$ cat src/rtl/cosim_commit_sequencer.sv
// cosim_commit_sequencer: buffers per-hart retire records and serialises them round-robin onto one checker port
// Ports:
//   clock, reset (async, active-low)
//   in_valid/in_pc/in_insn : per-hart retire slots, index h*COMMITS+s, slot 0 oldest
//   in_ready               : hart h may present a commit group this cycle
//   out_valid/out_ready    : record handshake towards the commit checker
//   out_hart/out_pc/out_insn : presented record, zero when idle
//   flush                  : synchronous discard of all buffered records
//   overflow               : sticky, a group was dropped while its hart was not ready
//   busy                   : any FIFO non-empty
module cosim_commit_sequencer #(
    parameter int HARTS = 1,
    parameter int COMMITS = 2,
    parameter int DEPTH = 8,
    parameter int XLEN = 64,
    localparam int HID_W = (HARTS > 1) ? $clog2(HARTS) : 1
) (
    input  logic                          clock,
    input  logic                          reset,
    input  logic [HARTS*COMMITS-1:0]      in_valid,
    input  logic [HARTS*COMMITS*XLEN-1:0] in_pc,
    input  logic [HARTS*COMMITS*32-1:0]   in_insn,
    output logic [HARTS-1:0]              in_ready,
    output logic                          out_valid,
    input  logic                          out_ready,
    output logic [HID_W-1:0]              out_hart,
    output logic [XLEN-1:0]               out_pc,
    output logic [31:0]                   out_insn,
    input  logic                          flush,
    output logic                          overflow,
    output logic                          busy
);
    localparam int AW = $clog2(DEPTH);
    localparam int CW = AW + 1;
    logic [HARTS-1:0][CW-1:0] count, push_n;
    logic [HARTS-1:0][AW-1:0] wr_ptr, rd_ptr;
    logic [HARTS-1:0][COMMITS-1:0][AW-1:0] off;
    logic [HARTS-1:0] nonempty, has_grp, push_en, pop_en;
    logic [HID_W-1:0] rr_ptr, grant, grant_nx;
    logic [XLEN-1:0] pc_mem [HARTS][DEPTH];
    logic [31:0] insn_mem [HARTS][DEPTH];
    for (genvar h = 0; h < HARTS; h++) begin : g_hart
        assign in_ready[h] = count[h] <= CW'(DEPTH - COMMITS);
        assign nonempty[h] = count[h] != '0;
        assign has_grp[h] = |in_valid[h*COMMITS +: COMMITS];
        assign push_en[h] = in_ready[h] && has_grp[h];
        assign pop_en[h] = out_valid && out_ready && grant == HID_W'(h);
    end
    // Compaction: each valid slot lands at wr_ptr + number of valid slots below it.
    always_comb begin
        push_n = '0;
        off = '0;
        for (int i = 0; i < HARTS; i++) begin
            for (int s = 0; s < COMMITS; s++) begin
                off[i][s] = AW'(push_n[i]);
                push_n[i] = push_n[i] + CW'(in_valid[i*COMMITS+s]);
            end
        end
    end
    // First non-empty hart at or after rr_ptr; descending scan so the nearest wins.
    always_comb begin
        grant = rr_ptr;
        for (int i = HARTS - 1; i >= 0; i--) begin
            if (nonempty[(int'(rr_ptr) + i) % HARTS]) grant = HID_W'((int'(rr_ptr) + i) % HARTS);
        end
        grant_nx = HID_W'((int'(grant) + 1) % HARTS);
    end
    assign out_valid = |nonempty;
    assign busy = out_valid;
    assign out_hart = out_valid ? grant : '0;
    assign out_pc = out_valid ? pc_mem[grant][rd_ptr[grant]] : '0;
    assign out_insn = out_valid ? insn_mem[grant][rd_ptr[grant]] : '0;
    always_ff @(posedge clock) begin
        for (int i = 0; i < HARTS; i++) begin
            for (int s = 0; s < COMMITS; s++) begin
                if (push_en[i] && in_valid[i*COMMITS+s]) begin
                    pc_mem[i][wr_ptr[i] + off[i][s]] <= in_pc[(i*COMMITS+s)*XLEN +: XLEN];
                    insn_mem[i][wr_ptr[i] + off[i][s]] <= in_insn[(i*COMMITS+s)*32 +: 32];
                end
            end
        end
    end
    // On a stall rr_ptr parks on the grant, so a late push to an earlier hart cannot steal it.
    always_ff @(posedge clock or negedge reset) begin
        if (!reset) begin
            count <= '0;
            wr_ptr <= '0;
            rd_ptr <= '0;
            rr_ptr <= '0;
            overflow <= 1'b0;
        end else begin
            overflow <= overflow | (|(has_grp & ~in_ready));
            if (flush) begin
                count <= '0;
                wr_ptr <= '0;
                rd_ptr <= '0;
                rr_ptr <= '0;
            end else begin
                for (int i = 0; i < HARTS; i++) begin
                    count[i] <= count[i] + (push_en[i] ? push_n[i] : '0) - CW'(pop_en[i]);
                    wr_ptr[i] <= wr_ptr[i] + (push_en[i] ? AW'(push_n[i]) : '0);
                    rd_ptr[i] <= rd_ptr[i] + AW'(pop_en[i]);
                end
                if (out_valid) rr_ptr <= out_ready ? grant_nx : grant;
            end
        end
    end
endmodule
$ cat config.mk
export PLATFORM = sky130hd
export DESIGN_NAME = cosim_commit_sequencer
export DESIGN_NICKNAME = d
export VERILOG_FILES = /design/src/rtl/cosim_commit_sequencer.sv
export SDC_FILE = /design/constraint.sdc
export NUM_CORES = 1
export LEC_CHECK = 0
export BUFFER_PORTS_ARGS = -buffer_cell sky130_fd_sc_hd__buf_2
export CAP_MARGIN = 20
export CORE_MARGIN = 2
export CORE_UTILIZATION = 35
export DETAILED_ROUTE_END_ITERATION = 7
export SLEW_MARGIN = 20
export SYNTH_ARGS = -nofsm -noshare
export SYNTH_HDL_FRONTEND = slang
export SYNTH_SLANG_ARGS = --single-unit
$ cat constraint.sdc
create_clock -name clock -period 9.5 [get_ports clock]
set_clock_uncertainty 0.2 [all_clocks]
set_input_delay 1.9 -clock clock [delete_from_list [all_inputs] [get_ports clock]]
set_output_delay 1.9 -clock clock [all_outputs]
set_load 0.01 [all_outputs]
==> impl_metrics.tcl <==
set metrics [dict create \
    swShare 0.307 \
    route.detailed.drc 0 \
    dieArea_sq_mm 0.113 \
    gp_congestion 0.732 \
    tightest_slew_ns 1.15 \
    crit_slowest_cell "buf_4" \
    rsz0062_at_grt "no" \
    critical_path_class "reg2out" \
    synth_cell_types 37 \
    placementRows 122 \
    areaGrowthSynthToFinish_pct 14.5 \
    dpl.hpwl_um 60200 \
    grt_usage 0.195 \
    dpl_cell_area_sq_mm 0.0417 \
    relSlewSlack 0.237 \
    die_y_um 337 \
    syn_area_sq_mm 0.0388 \
    netSwitchingPower_uw 3290 \
    internal_power_uw 7420 \
    cts_resized 0 \
    period_needed_ns 5.83 \
    syn-mean-instance-area_sq_um 18.6 \
    grt_pass1_wl_um 160000 \
    setup_ws_ns 3.67 \
    slew_viol_final 0 \
    grt_max_degree 98 \
    synth_fp_nets 2297 \
    cts_max_level 3 \
    start_kind "flop" \
    fin_area_sq_mm 0.0444 \
    cp_cell_sequence "inv_1 -> ha_1 -> nand2_1 -> and2_4 -> buf_4 -> a22o_1 -> buf_2" \
    overflow 0 \
    ys_seq_area_frac 0.602 \
    p_comb_frac 0.298 \
    numCtsBuffers 88 \
    antenna_found_initial 61 \
    synth_mux_area_frac 0.335 \
    synth-seq-cells 779 \
    num_vias 21500 \
    synth_cells 2085 \
    power.density_mw_per_mm2 241 \
    ant_nets 0 \
    first_pass_iters 5 \
    wl_per_cell_um 28.2 \
    fin_nets 2564 \
    vdd_ir_drop_max_mv 0.205 \
    hold_path.class "reg2reg" \
    fp.dieW_um 337 \
    hold_buffers 0 \
    insertion_delay_ns 0.65 \
    drive_above_1_share 0.552 \
    critical-path-max-stage-delay_ns 0.98 \
    grt_pass1_vias 23400 \
    post-route-period-util 0.614 \
    cts_tree "done" \
    maxCapViolations 0 \
    root_buffer "clkbuf_16" \
    hold_viol 0 \
    worstPathArrival_ns 3.73 \
    postCtsSetupBuffers 0 \
    required_ns 7.40 \
    cts_sinks 779 \
    p_leak_uw 0.0148 \
    worstPathMaxFanout 58 \
    final_common_cell "edfxtp_1" \
    pwr-share-seq 0.403 \
    synth-xor-area-share 0.00178 \
    io_pins 299 \
    layout_common_cells "768 x edfxtp_1, 674 x mux2_2, 297 x buf_2" \
    drt_iter0_markers 1457 \
    endpoint_kind "output port" \
    start_util 0.352 \
    outcome "finished clean" \
    clockPowerShare 0.299 \
    total_power_uw 10700 \
    synthAdderAreaFrac 0.00491 \
    coreArea_sq_mm 0.110 \
    cts.clk_slew.worst_paths_ns 0.06 \
    synth_compound_area_frac 0.0246 \
    viasPerCell 5.47 \
    yosys.area_share.simple 0.00694 \
    setup_violations 0 \
    wirelength_um 111000 \
    fmax_mhz 171 \
    yosys_warnings 0 \
    tns_ns 0 \
    place_ws_ns 3.66 \
    clockBufferDepth 3 \
    numPortBuffers 297 \
    synth_top_family_by_area "multiplexers" \
]
## synth_stat cells, drive strengths merged
library cell / count / area [sq um]
mux2: 769 / 8660
a21o: 1 / 7.51
edfxtp: 768 / 23100
nor2b: 6 / 37.5
a21oi: 4 / 20.0
mux4: 192 / 4320
nand2b: 1 / 6.26
a22oi: 3 / 22.5
nand3: 6 / 60.1
a211oi: 1 / 12.5
nand2: 6 / 22.5
buf: 112 / 761
conb: 1 / 3.75
a22o: 96 / 841
nand4: 1 / 6.26
dfrtp: 11 / 275
nor2: 20 / 77.6
fa: 2 / 40.0
ha: 12 / 150
o21bai: 1 / 7.51
inv: 8 / 30.0
xor2: 2 / 25.0
a32oi: 4 / 35.0
and2: 7 / 46.3
clkbuf: 43 / 161
a21boi: 1 / 7.51
and3: 2 / 12.5
xnor2: 5 / 43.8
## worst paths after layout
| kind | startpoint | cells after the start | slack (ns) | endpoint |
|---|---|---|---|---|
| min in group asynchronous | reset | 1 | 0.92 | count[3] |
| setup / recovery | count[2] | 7 | 3.67 | out_pc[28] |
| hold reg to reg | overflow | 1 | 0.29 | overflow |
| max in group asynchronous | reset | 1 | 7.94 | rd_ptr[1] |
| setup reg to reg | wr_ptr[0] | 6 | 5.19 | insn_mem[0][79] |
| hold / removal | overflow | 1 | 0.29 | overflow |
## routing by layer
layer  share of wire  global-route usage  vias up
met1            0.39               0.229    11300
met3           0.068              0.0539      241
met5          0.0027                   0        -
li1                -                   -     9210
met2            0.52               0.343      647
met4           0.028              0.0619       52
## power by group through the flow
| stage | sequential [uW] | combinational (uW) | clock, uW |
|---|---|---|---|
| 4_1_cts | 4320 | 3280 | 3270 |
| 3_3_place_gp | 4370 | 3230 | 0 |
| 2_1_floorplan | 4360 | 2060 | 0 |
| 5_1_grt | 4350 | 3430 | 3400 |
| 6_report | 4320 | 3190 | 3200 |
| 3_5_place_dp | 4400 | 3270 | 0 |
## critical path: cells and delay by family, from the launching register on
kind / cells / cell delay [ns]
buf+inv: 3 / 1.23
simple gates: 2 / 0.81
compound gates: 1 / 0.41
flops: 1 / 0.35
fa+ha+maj: 1 / 0.24
## cell type report
type | count | area, sq um
clock buffers | 109 | 2280
repair buffers | 332 | 1840
fillers | 10000 | 65800
multi-input cells | 1143 | 14600
inverters | 8 | 30.0
flip-flops and latches | 779 | 23300
clock inverters | 48 | 374
well taps | 1488 | 1860
diodes | 22 | 55.1
## logic make-up after synthesis
group                    count (synthesis)
multiplexers                           961
flip-flops                             779
buffers and inverters                  163
AO/OA/AOI/OAI                          111
AND/OR/NAND/NOR                         49
adder cells (fa/ha/maj)                 14
XOR/XNOR                                 7
other                                    1
## registers in the layout, summed over array words and instances, names as in the netlist
| name | cells |
|---|---|
| overflow | 1 |
| insn_mem | 256 |
| wr_ptr | 3 |
| rd_ptr | 3 |
| count | 4 |
| pc_mem | 512 |
## per-stage QoR
stage / hold WS [ns] / util / std cells
after floorplan: 0.313 / - / 2085
after global placement: 0.275 / 0.378 / 3750
after detailed placement: 0.275 / 0.378 / 3750
after CTS: 0.292 / 0.402 / 3907
after global routing: 0.315 / 0.403 / 3919
final: 0.286 / 0.403 / 3929
Note: power is estimated with default switching activity, not from simulation.
